<file path="config.mk">
export PLATFORM = sky130hd
export DESIGN_NAME = split_demux_flat
export DESIGN_NICKNAME = d
export VERILOG_FILES = /design/src/rtl/split_demux_if.sv /design/src/rtl/split_demux.sv /design/src/flat_wrapper.sv
export SDC_FILE = /design/constraint.sdc
export NUM_CORES = 2
export LEC_CHECK = 0
export ABC_AREA = 1
export CAP_MARGIN = 30
export CORE_AREA = 2 2 430 432
export DETAILED_ROUTE_END_ITERATION = 10
export DIE_AREA = 0 0 432 434
export HOLD_SLACK_MARGIN = 0.15
export SLEW_MARGIN = 0
export SYNTH_ARGS = -nofsm -noshare
export SYNTH_HDL_FRONTEND = slang
export SYNTH_SLANG_ARGS = --single-unit
</file>
<file path="constraint.sdc">
create_clock -name clk -period 2.2 [get_ports clk]
set_input_delay 0.55 -clock clk [delete_from_list [all_inputs] [get_ports clk]]
set_output_delay 0.55 -clock clk [all_outputs]
set_load 0.01 [all_outputs]
</file>
<file path="src/rtl/split_demux_if.sv">
// Beat-in / lane-out bundle for split_demux: master drives beats, slave
// (the demux) drives per-lane outputs and error status.
interface split_demux_if #(
   parameter int WIDTH = 32,
   parameter int CNT   = 31
);
   logic                   din_vld;
   logic [WIDTH-1:0]       din;
   logic [CNT-1:0]         sel;
   logic [CNT-1:0]         dout_vld;
   logic [WIDTH*CNT-1:0]   dout;
   logic                   sel_err;
   logic [7:0]             err_cnt;

   modport master (
      output din_vld, din, sel,
      input  dout_vld, dout, sel_err, err_cnt
   );

   modport slave (
      input  din_vld, din, sel,
      output dout_vld, dout, sel_err, err_cnt
   );
endinterface

</file>
<file path="src/rtl/split_demux.sv">
// Two-level pipelined one-hot demultiplexer: level 1 decodes select per group,
// level 2 resolves across groups, delivers to one sticky lane or rejects.
module split_demux #(
   parameter int WIDTH      = 32,
   parameter int CNT        = 31,
   parameter int GROUP_SIZE = 8
) (
   input  logic           clk,
   input  logic           rst_n,
   split_demux_if.slave   bus
);
   localparam int GROUP_COUNT = CNT / GROUP_SIZE;
   localparam int REM_SIZE    = CNT % GROUP_SIZE;
   localparam int NGRP        = GROUP_COUNT + ((REM_SIZE != 0) ? 1 : 0);

   logic [NGRP-1:0]        seen_l1;
   logic [NGRP-1:0]        hit_d, hit_q;
   logic [NGRP-1:0]        multi_d, multi_q;
   logic [CNT-1:0]         lsel_q;
   logic [WIDTH-1:0]       data_q;
   logic                   vld_q;

   logic                   hit_any, hit_multi, ok, rej;
   logic [CNT-1:0]         dout_vld_d, dout_vld_q;
   logic [WIDTH*CNT-1:0]   dout_d, dout_q;
   logic                   sel_err_d, sel_err_q;
   logic [7:0]             err_cnt_d, err_cnt_q;

   // Per-group "seen one already" tracking flags a second set bit without popcount.
   always_comb begin
      seen_l1 = '0;
      multi_d = '0;
      for (int unsigned k = 0; k < CNT; k++) begin
         multi_d[k/GROUP_SIZE] = multi_d[k/GROUP_SIZE] | (seen_l1[k/GROUP_SIZE] & bus.sel[k]);
         seen_l1[k/GROUP_SIZE] = seen_l1[k/GROUP_SIZE] | bus.sel[k];
      end
      hit_d   = seen_l1 & {NGRP{bus.din_vld}};
      multi_d = multi_d & {NGRP{bus.din_vld}};
   end

   always_ff @(posedge clk) begin
      if (!rst_n) begin
         vld_q   <= 1'b0;
         hit_q   <= '0;
         multi_q <= '0;
         lsel_q  <= '0;
         data_q  <= '0;
      end else begin
         vld_q   <= bus.din_vld;
         hit_q   <= hit_d;
         multi_q <= multi_d;
         lsel_q  <= bus.sel;
         data_q  <= bus.din;
      end
   end

   always_comb begin
      hit_any   = 1'b0;
      hit_multi = 1'b0;
      for (int unsigned g = 0; g < NGRP; g++) begin
         hit_multi = hit_multi | (hit_any & hit_q[g]);
         hit_any   = hit_any | hit_q[g];
      end
      ok  = vld_q & hit_any & ~hit_multi & ~(|multi_q);
      rej = vld_q & ~ok;

      dout_vld_d = '0;
      dout_d     = dout_q;
      for (int unsigned k = 0; k < CNT; k++) begin
         dout_vld_d[k] = ok & hit_q[k/GROUP_SIZE] & lsel_q[k];
         if (dout_vld_d[k]) begin
            dout_d[k*WIDTH +: WIDTH] = data_q;
         end
      end

      sel_err_d = rej;
      err_cnt_d = err_cnt_q;
      if (rej && (err_cnt_q != '1)) begin
         err_cnt_d = err_cnt_q + 8'd1;
      end
   end

   always_ff @(posedge clk) begin
      if (!rst_n) begin
         dout_vld_q <= '0;
         dout_q     <= '0;
         sel_err_q  <= 1'b0;
         err_cnt_q  <= '0;
      end else begin
         dout_vld_q <= dout_vld_d;
         dout_q     <= dout_d;
         sel_err_q  <= sel_err_d;
         err_cnt_q  <= err_cnt_d;
      end
   end

   assign bus.dout_vld = dout_vld_q;
   assign bus.dout     = dout_q;
   assign bus.sel_err  = sel_err_q;
   assign bus.err_cnt  = err_cnt_q;
endmodule

</file>
<file path="src/flat_wrapper.sv">
// flat-port wrapper written by rule: the top's interface ports become plain ports
module split_demux_flat 
#(
   parameter int WIDTH      = 32,
   parameter int CNT        = 31,
   parameter int GROUP_SIZE = 8
)
  (clk, rst_n, bus_din_vld, bus_din, bus_sel, bus_dout_vld, bus_dout, bus_sel_err, bus_err_cnt);
  split_demux_if #(.WIDTH(WIDTH), .CNT(CNT)) bus_i ();
  input  logic clk;
  input  logic rst_n;
  input wire logic [$bits(bus_i.din_vld)-1:0] bus_din_vld;
  input wire logic [$bits(bus_i.din)-1:0] bus_din;
  input wire logic [$bits(bus_i.sel)-1:0] bus_sel;
  output wire logic [$bits(bus_i.dout_vld)-1:0] bus_dout_vld;
  output wire logic [$bits(bus_i.dout)-1:0] bus_dout;
  output wire logic [$bits(bus_i.sel_err)-1:0] bus_sel_err;
  output wire logic [$bits(bus_i.err_cnt)-1:0] bus_err_cnt;
  assign bus_i.din_vld = bus_din_vld;
  assign bus_i.din = bus_din;
  assign bus_i.sel = bus_sel;
  assign bus_dout_vld = bus_i.dout_vld;
  assign bus_dout = bus_i.dout;
  assign bus_sel_err = bus_i.sel_err;
  assign bus_err_cnt = bus_i.err_cnt;
  split_demux #(.WIDTH(WIDTH), .CNT(CNT), .GROUP_SIZE(GROUP_SIZE)) u_core (.clk(clk), .rst_n(rst_n), .bus(bus_i));
endmodule
</file>
==> impl_results.md <==
* Status: complete, no violations
* Cell count along the critical path at 1
* Hold Crit Depth at 3
* FF-to-FF setup slack at 0.13 ns
* Critical Path RT at around 1.7 ns
* Grt ovf at 0
* Kind of critical path: flip-flop to primary output
* Wirelength per Cell at around 19 um
* Yosys top cell area share at 0.504
* Synthesis Warnings at 0
* Die H at about 430 um
* Worst-case vdd ir drop at about 0.63 mV
* Critical Path End Type: primary output
* Crit path max fanout at 4
* Non-Filler Instances at 10133
* Buf/Inv on CP at 1
* Max incr delay on CP at ~0.4 ns
* Fraction of layout instances using a drive strength above 1 at 0.0532
* Avg Inst Size Synth at around 6.6 sq um
* Commonest cells post-synth: 2095 x nand2_1, 2048 x nor2_1, 1104 x dfxtp_1
* Vias in the first global route at approximately 39000
* Hold Crit Class: input port to flip-flop
* Syn-to-layout area delta at 38.8%
* Placed cells at a little under 10000
* Fmax at 470 MHz
* Clk Latency, worst-skew pair at roughly 0.81 ns
* Port bufs at between 1000 and 1500
* # clock sinks at around 1100
* R2R cell count at 7
* Final Instance Area at a little over 60000 sq um
* DRT Wirelength at approximately 190 mm
* Simple-Gate Fraction of Synth Area at 0.366
* Post-CTS Setup Bufs at 0
* Adder-Cell Fraction of Synth Area at 0.000286
* RD Place Congestion at about 0.86
* Synth Register Bits at 1104
* Clock transition at path regs at roughly 0.060 ns
* Crit-path slowest cell: dfxtp_1
* Crit path max-delay family: flip-flops
* Most used DFF post-synth: dfxtp_1
* DRC Markers at 0
* Tcrit/Tclk final at 0.966
* Synth top area cells: dfxtp_1 50%, nand2_1 18%, nor2_1 18%, inv_1 7.7%, clkbuf_1 1.6%
* Dpl hpwl at roughly 140 mm
* Slew of the pin with the lowest slew margin at approximately 1 ns
* Unrepaired setup endpoints after global routing: no
* Ys async rst share at 0
* Critical Path Start Type: flip-flop
* Core outline area at between 150000 and 200000 sq um
* Post-Syn Nets at ~6700
* EDFF count, synth at 0
* Fin crit period at 2.13 ns
* Post-synthesis mux area share at 0
* Nets at between 7000 and 8000
* Synth Cell Area at roughly 44000 sq um
* TritonCTS clock tree: built
* Initial DRC count at 2800
* CTS root buf: clkbuf_16
* Placement Setup Slack at -0.233 ns
* Power density over cell area at 734 nW/um^2
* Mean number of vias per cell at 4.12
* Antenna Nets Post-Route at 0
* Relative slew slack at 0.334
* Netlist cell types at 23
* Clock skew at approximately 0.033 ns
* Largest net degree at the start of global routing at approximately 150
* First-pass iteration count of the detailed router at 8
* Post-Synth XOR/XNOR Area at 0.000200
* CTS H-tree depth at 4
* Crit path arrival time at about 1.6 ns
* Total GRT Usage at 0.196
* Total die area at around 190000 sq um
* Initial antenna violation count at 24
* Total power at ~45 mW
* I/O pin total at roughly 1100
* Critical-path cell list: dlygate4sd2_1
* Detailed-route via count at 41768
* Synth area leader: dfxtp_1
* Register area share after synthesis at 0.504
* First-pass GRT wire length at 267 mm
* Setup violators final at 0
* Final-report hold violation count at 0
* Compound-Gate Fraction of Synth Area at 0.00206
* Max-slew violations at 0
* Die width at 432 um
* Row cnt at around 160
* Count leader, synth: nand2_1
* Post-Syn Instances at 6677
* Cts bufs inserted at 131
* Max-capacitance violation count at 0
* Initial Utilization at 0.240
* CTS max path bufs at 3
* Leakage power at 35.8 nW
* Setup WS post-layout at around 0.074 ns
* Largest family of logic cells by synthesized area: simple AND/OR/NAND/NOR gates
* Post-DP Area at 57600 sq um
==> timing repair <==
action,4_1_cts,5_1_grt
pin swaps,0,1
gates cloned,0,0
hold buffers,1,0
endpoints found under the hold margin,8,0
resized for setup,1037,2
endpoints found under the setup margin,1032,111
==> path summary, 6_finish.rpt <==
| path | from | end |
|---|---|---|
| max | u_core.bus.err_cnt[6] | bus_err_cnt[6] |
| min | bus_din[24] | u_core.data_q[24] |
| max reg2reg | u_core.multi_q[1] | u_core.bus.dout[348] |
| min reg2reg | u_core.bus.dout[847] | u_core.bus.dout[847] |
==> worst min-delay path, cell delays in order <==
cell             delay (ns)
clkdlybuf4s50_1        0.39
nand2_1                0.06
inv_1                  0.03
==> power breakdown <==
group,internal [mW],switching [mW]
combinational,0.498,1.39
clock,13.2,9.21
sequential,20.1,0.224
==> sequential cells by signal, summed over array words and instances (netlist names) <==
| signal | flops |
|---|---|
| u_core.vld_q | 1 |
| u_core.lsel_q | 31 |
| u_core.bus.dout_vld | 31 |
| u_core.multi_q | 4 |
| u_core.bus.dout | 992 |
| u_core.bus.sel_err | 1 |
| u_core.hit_q | 4 |
| u_core.data_q | 32 |
| u_core.bus.err_cnt | 8 |
==> logic make-up (layout without fill, tap and decap cells) <==
| logic type | Yosys count | in the layout |
|---|---|---|
| AO/OA/AOI/OAI | 18 | 18 |
| AND/OR/NAND/NOR | 4210 | 4210 |
| adder cells (fa/ha/maj) | 1 | 1 |
| buffers and inverters | 1343 | 2393 |
| flip-flops | 1104 | 1104 |
| XOR/XNOR | 1 | 1 |
| other | 0 | 21 |
==> cells in the final DEF (no fill, tap or decap), drive strengths merged <==
cell	n
clkdlybuf4s15	3
clkinvlp	2
nor3	9
xor2	1
nand2	2096
dlygate4sd2	1029
diode	21
clkbuf	190
a21oi	10
clkinv	17
nand4	34
o21ai	8
nand3b	1
ha	1
bufinv	8
inv	914
dfxtp	1104
buf	165
nand3	14
clkdlybuf4s50	64
dlygate4sd3	1
nor2	2056
==> stage by stage <==
step                      TNS [ns]  hold slack (ns)   util
after floorplan                  0            0.483      -
after detailed placement    -0.233            0.471  0.316
after global placement      -0.208            0.462  0.316
after CTS                        0            0.198  0.333
after global routing             0            0.242  0.333
final                            0            0.279  0.333
==> routing by layer <==
layer / up-vias / routed length (um) / GRT usage
li1: 20947 / - / -
met1: 19092 / 73000 / 0.216
met2: 1376 / 94600 / 0.342
met3: 353 / 14500 / 0.0555
met4: 0 / 9410 / 0.103
met5: - / 0 / 0
==> layout make-up <==
type	instances	area (sq um)
tap	2385	2980
antenna	21	52.6
clock inverter	35	557
clock buffer	190	3850
multi-input combinational	4230	16100
inverter	906	3400
timing repair buffer	1262	11700
sequential	1104	22100
fill	19664	122000
No activity file was read; power rests on OpenSTA's default activity.
